## config.mk

```make
export PLATFORM = sky130hd
export DESIGN_NAME = rom_stream
export DESIGN_NICKNAME = d
export VERILOG_FILES = /design/src/rtl/rom_stream.sv
export SDC_FILE = /design/constraint.sdc
export NUM_CORES = 1
export LEC_CHECK = 0
export CORE_MARGIN = 2
export CORE_UTILIZATION = 54
export DETAILED_ROUTE_END_ITERATION = 6
export PLACE_DENSITY = 0.9
export REMOVE_ABC_BUFFERS = 1
export SLEW_MARGIN = 10
export SYNTH_ARGS = -nofsm -noshare
export SYNTH_HDL_FRONTEND = slang
export SYNTH_SLANG_ARGS = --single-unit
```

## constraint.sdc

```tcl
create_clock -name clock -period 3.9 [get_ports clock]
set_input_delay 0.78 -clock clock [delete_from_list [all_inputs] [get_ports clock]]
set_output_delay 0.78 -clock clock [all_outputs]
set_load 0.005 [all_outputs]
```

## src/rtl/rom_stream.sv

```systemverilog
// rom_stream: streams a burst of words from a ROM image over a valid/ready
// interface. Each burst has its own start address, length and loop mode.
// The address wraps at the end of the ROM, and a burst can be aborted with stop.
module rom_stream #(
  parameter int    W    = 8,
  parameter int    SIZE = 256,
  parameter string FILE = "",
  localparam int   AW   = $clog2(SIZE),
  localparam int   LW   = $clog2(SIZE + 1)
) (
  input  logic          clock,
  input  logic          reset,
  input  logic          start,
  input  logic [AW-1:0] base,
  input  logic [LW-1:0] count,
  input  logic          loop,
  input  logic          stop,
  output logic [W-1:0]  data,
  output logic          valid,
  input  logic          ready,
  output logic          last,
  output logic          busy
);

  typedef enum logic {
    IDLE = 1'b0,
    RUN  = 1'b1
  } state_t;

  state_t state, state_nx;

  logic [W-1:0]  rom [SIZE];
  logic [W-1:0]  rom_q;
  logic          data_clr;

  logic [AW-1:0] addr;
  logic [AW-1:0] addr_inc;
  logic [AW-1:0] cfg_base;
  logic [LW-1:0] remaining;
  logic [LW-1:0] cfg_count;
  logic [LW-1:0] count_clamped;
  logic          cfg_loop;

  logic          take;
  logic          fetch;
  logic          pass_end;
  logic          accept;

  // State register.
  always_ff @(posedge clock or negedge reset) begin
    if (!reset) begin
      state <= IDLE;
    end else begin
      state <= state_nx;
    end
  end

  // Next-state logic: stop overrides everything; a non-looping pass ends in IDLE.
  always_comb begin
    state_nx = state;
    if (stop) begin
      state_nx = IDLE;
    end else begin
      case (state)
        IDLE:    if (take) state_nx = RUN;
        RUN:     if (pass_end && !cfg_loop) state_nx = IDLE;
        default: state_nx = IDLE;
      endcase
    end
  end

  // Control strobes and status outputs.
  always_comb begin
    busy          = (state == RUN) || valid;
    take          = (state == IDLE) && !valid && start && !stop && (count != '0);
    fetch         = (state == RUN) && (remaining != '0) && (!valid || ready) && !stop;
    pass_end      = fetch && (remaining == LW'(1));
    accept        = valid && ready;
    count_clamped = (count > LW'(SIZE)) ? LW'(SIZE) : count;
    addr_inc      = (addr == AW'(SIZE - 1)) ? '0 : addr + 1'b1;
    data          = data_clr ? '0 : rom_q;
  end

  // Synchronous ROM read port; left without reset so it maps onto block RAM.
  always_ff @(posedge clock) begin
    if (fetch) begin
      rom_q <= rom[addr];
    end
  end

  // Burst datapath: address/length tracking and the valid/last handshake.
  // The async-reset data_clr flag forces data to zero until the first fetch,
  // which gives a reset value on data without putting a reset on the RAM output.
  always_ff @(posedge clock or negedge reset) begin
    if (!reset) begin
      valid     <= 1'b0;
      last      <= 1'b0;
      addr      <= '0;
      remaining <= '0;
      cfg_base  <= '0;
      cfg_count <= '0;
      cfg_loop  <= 1'b0;
      data_clr  <= 1'b1;
    end else if (stop) begin
      valid     <= 1'b0;
      last      <= 1'b0;
      remaining <= '0;
    end else if (take) begin
      addr      <= base;
      remaining <= count_clamped;
      cfg_base  <= base;
      cfg_count <= count_clamped;
      cfg_loop  <= loop;
    end else if (fetch) begin
      valid    <= 1'b1;
      last     <= pass_end;
      data_clr <= 1'b0;
      if (pass_end && cfg_loop) begin
        addr      <= cfg_base;
        remaining <= cfg_count;
      end else begin
        addr      <= addr_inc;
        remaining <= remaining - 1'b1;
      end
    end else if (accept) begin
      valid <= 1'b0;
      last  <= 1'b0;
    end
  end

endmodule

```

==> After elaboration in Yosys (flattened, before gate mapping) <==
Cells that the tools add are included.
{ "word_totals": {"romBits": 0, "mem_bits_rw": 0, "latch_bits": 0, "n_memories": 0, "regBits": 31, "out_inout_bits": 11, "inputBits": 23, "wordCells": 55} }
{ "classes": {"n_div": 0, "magnitude_cmp": 1, "n_reduce_logical": 23, "mux": 17, "n_eq_ne": 2, "shifts": 0, "mul": 0, "bitwise": 3, "add_sub_neg": 1} }
{ "op_table": {"columns": ["op", "count"], "rows": [
  ["9-bit two-way mux", 5],
  ["9-bit nonzero test", 2],
  ["1-bit logical AND", 11],
  ["1-bit two-way mux", 10],
  ["9-bit by 1-bit equality test with 1-bit output (second input constant)", 1],
  ["9-bit greater-than comparator (second input constant)", 1],
  ["9-bit by 1-bit subtractor with 9-bit output (second input constant)", 1],
  ["8-bit two-way mux", 1],
  ["3-bit nonzero test", 2],
  ["2-bit AND reduction", 2],
  ["1-bit zero test", 3],
  ["1-bit NOT", 3],
  ["3-bit AND reduction", 1],
  ["1-bit logical OR", 2],
  ["2-bit inequality test (second input constant)", 1],
  ["1-bit one-hot mux with 2 select lines", 1]
]} }

==> Longest topological paths before layout <==
{ "depth": {"depth_word": 10, "mapped_depth": 8, "ltp_nobuf": 7} }

==> Least setup slack after synthesis <==
Ideal clock, no wire load.
{ "synth_path": {"kind": "in2reg", "startpoint": "in stop", "endpoint": "reg remaining[5]", "cell_stages": 6, "setup_ns": 0.127, "n_path_buf": 1, "path_slack_ns": 1.413, "required_time_ns": 3.773, "arrival_ns": 2.360, "path_cell_list": "clkbuf_1 > nor4b_2 > o31a_1 > nor4_1 > nor4b_1 > a311o_1"} }
{ "synth_via": {"elab_chain_len": 8, "elab_cells_between_ends": 11, "cone_classes": "mux: 4; reduce/logical: 7"} }
{ "synth_rtl": {"columns": ["element", "line_no", "source"], "rows": [
  ["start: declaration", "17", "input logic stop,"],
  ["1-bit zero test", "75, 76", null],
  ["1-bit logical AND", "76", "fetch = (state == RUN) && (remaining != '0) && (!valid || ready) && !stop;"],
  ["1-bit logical AND", "77", "pass_end = fetch && (remaining == LW'(1));"],
  ["1-bit logical AND", "118", "if (pass_end && cfg_loop) begin"],
  ["9-bit two-way mux", "118", null],
  ["9-bit two-way mux", "114", "end else if (fetch) begin"],
  ["9-bit two-way mux", "108", "end else if (take) begin"],
  ["9-bit two-way mux", "104", "end else if (stop) begin"],
  ["end signal: assignment", "110", "remaining <= count_clamped;"],
  ["end signal: assignment", "120", "remaining <= cfg_count;"],
  ["end signal: assignment", "123", "remaining <= remaining - 1'b1;"],
  ["end: declaration", "39", "logic [LW-1:0] remaining;"]
]} }
Parallel ways exist; a longest one is shown, timed or not. The select of a mux whose other input is x is not followed.
A chain may end at the register's enable or synchronous reset.

==> Worst setup path after layout <==
{ "layout_path": {"startpoint": "reg remaining[0]", "endpoint": "reg remaining[5]"} }
{ "layout_via": {"elab_chain_len": 10, "elab_cells_between_ends": 13, "cone_classes": "add/sub: 1; eq/ne: 1; mux: 4; reduce/logical: 7"} }
{ "layout_rtl": {"columns": ["element"], "rows": [
  ["parallel branches: the longest is 10 deep, another holds 9-bit by 1-bit subtractor with 9-bit output"]
]} }
Parallel ways; which one is timed is not known. The select of a mux whose other input is x is not followed.

==> results_dict.tcl <==
set metrics [dict create \
    critPathSlowestCell "o211ai_1" \
    ant_nets 0 \
    synth_area_um2 1490 \
    yosysMostFrequentCell "dfrtp_1" \
    pre_cts_ws_ns 0.697 \
    outcome "complete, no violations" \
    diodes 0 \
    grt_pass1_vias 1309 \
    power_density_nw_per_um2 407 \
    cp.arrival_ns 3.35 \
    yosys_register_bits 22 \
    finalCritPeriodShare 0.799 \
    synthTopCellsByCount "22 x dfrtp_1, 17 x nand2_1, 11 x o21ai_0, 10 x nor2_1, 8 x buf_4" \
    synth_top_family_by_area "simple AND/OR/NAND/NOR gates" \
    synth_xor_area_frac 0.0118 \
    wl_per_cell_um 17.7 \
    fin_crit_ns 3.12 \
    total_power_mw 0.694 \
    drive_gt1_frac 0.0870 \
    peakVddDrop_mv 0.278 \
    rsz0062_at_grt "false" \
    synth-edff-count 0 \
    hold_class "flop to flop" \
    slew_violations 0 \
    clkTransAtPathRegs_ns 0.14 \
    synth_area_leaders "dfrtp_1 37%, nand2_1 4.3%, buf_4 4.0%" \
    ioPinCount 34 \
    tightestPinTransition_ns 1.07 \
    synthMuxAreaShare 0.0135 \
    initial_core_util 0.554 \
    dpl-instance-area_um2 1650 \
    maxSlewHeadroom 0.284 \
    clockBufferDepth 2 \
    final_nets 211 \
    r2r_slack_ns 0.78 \
    cts_tree "done" \
    synth_top_area_frac 0.370 \
    p_leak_nw 0.718 \
    path_class "flop to flop" \
    finish.utilization 0.635 \
    synth_simple_gate_area_frac 0.257 \
    yosys.cell_types.count 53 \
    groute.usage.overall 0.250 \
    cts_setup_buffers 0 \
    synth_adder_area_share 0.0252 \
    cp_cell_sequence "inv_1, ha_1, or4b_2, o211ai_1, nor4_1, nor4b_1, a311o_1" \
    grt_pass1_wl_um 6180 \
    core.rowCount 19 \
    ys.flop_type "dfrtp_1" \
    drc 0 \
    fin_skew_ns 0.0132 \
    fmax_mhz 321 \
    fin_ws_ns 0.783 \
    cts_hold_buf 0 \
    yosysWarningCount 0 \
    antenna_found_initial 0 \
    hpwl_um 2740 \
    vias 1429 \
    maxCapViolCount 0 \
    grt_overflow 0 \
    crit_path_start_kind "flop" \
    yosysSeqAreaShare 0.370 \
    worst_hold_slack_ns 0.487 \
    postSynthCellCount 167 \
    drtIter0Drc 63 \
    crit_path_end_kind "flop" \
    tns_ns 0 \
    coreArea_um2 2690 \
    avgSynthCellArea_um2 8.91 \
    critPathRequiredTime_ns 4.13 \
    cts-root-buf "clkbuf_4" \
    wl_um 3820 \
    grt_max_degree 23 \
    h-tree-depth 1 \
    cts_resized 0 \
    cts.sinks 22 \
    fp.dieW_um 56.5 \
    critPathMaxStageDelay_ns 0.87 \
    globalplace.congestion 0.927 \
    placed_cells 211 \
    fin_cells 215 \
    async_reset_ff_frac 1.00 \
    synthToLayoutAreaGrowth_pct 14.6 \
    die_area_um2 3190 \
    finalSetupViolCount 0 \
    synth_compound_area_frac 0.242 \
    final_area_um2 1710 \
    die_h_um 56.5 \
    cts-buffers-inserted 3 \
    clk-insertion-delay-late_ns 0.34 \
    drt_first_pass_iters 4 \
    numPortBuffers 17 \
    critPathMaxFanout 14 \
    finalHoldViolations 0 \
    yosysTopAreaCell "dfrtp_1" \
    routed_via_density 6.65 \
]
report_power, final:
part	internal, mW	switching (mW)	leakage (nW)
sequential	0.262	0.0368	0.290
combinational	0.0945	0.116	0.401
clock	0.104	0.0808	0.0279
total	0.460	0.234	0.718
critical path, delay by kind of cell (launching register included):
kind                       cells  cell delay (ns)
buffers and inverters          1             0.11
adders and majority gates      1             0.19
AOI/OAI and AO/OA              2             1.23
and+or+nand+nor                3             1.02
DFF                            1             0.48
registers in the layout (all words and copies together) (netlist names):
signal     cells
valid          1
remaining      9
cfg_count      9
cfg_loop       1
state          1
last           1
final timing paths:
kind                                    from            to  cells past startpoint
worst min-delay path            cfg_count[4]  cfg_count[4]                      2
worst max register to register  remaining[0]  remaining[5]                      7
min in group asynchronous              reset  remaining[5]                      1
worst max-delay path            remaining[0]  remaining[5]                      7
worst min register to register  cfg_count[4]  cfg_count[4]                      2
max in group asynchronous              reset  remaining[7]                      1
metal layers:
layer | vias to the layer above | part of all wire | GRT usage
met5 | - | 0 | 0
met4 | 0 | 0.023 | 0.116
met3 | 7 | 0.061 | 0.0276
met2 | 62 | 0.50 | 0.420
met1 | 701 | 0.42 | 0.319
li1 | 659 | - | -
area by class of cell:
cell class | count | area (µm²)
inverters | 6 | 22.5
well taps | 31 | 38.8
clock buffers | 3 | 22.5
multi-input cells | 132 | 848
fillers | 240 | 981
flip-flops and latches | 22 | 551
clock inverters | 1 | 30.0
repair buffers | 20 | 193
cells by family after synthesis:
logic type,count (synthesis)
DFF,22
xor gates and xnor gates,2
and+or+nand+nor,68
other,1
AOI/OAI and AO/OA,49
muxes,2
adders and majority gates,3
buffers and inverters,20
cells in the final DEF, fill, tap and decap left out, types with 2 or more instances in the layout:
cell | synthesis | layout
nand2_1 | 17 | 17
nor3_1 | 5 | 5
nand4_1 | 3 | 3
a22oi_1 | 5 | 5
or3b_2 | 2 | 2
or4b_2 | 2 | 2
o211ai_1 | 5 | 5
ha_1 | 3 | 3
clkdlybuf4s50_1 | 0 | 17
and2_1 | 2 | 2
nand3_1 | 4 | 4
or4_1 | 4 | 4
buf_4 | 8 | 3
o21ai_0 | 11 | 11
nor2_1 | 10 | 10
conb_1 | 1 | 8
xor2_1 | 2 | 2
a32oi_1 | 3 | 3
nand2b_1 | 3 | 3
nor4_1 | 7 | 7
a31oi_1 | 3 | 3
o311ai_0 | 2 | 2
mux2i_1 | 2 | 2
clkbuf_4 | 0 | 3
a21oi_1 | 4 | 4
dfrtp_1 | 22 | 22
inv_1 | 6 | 6
Note: power is estimated with default switching activity, not from simulation.
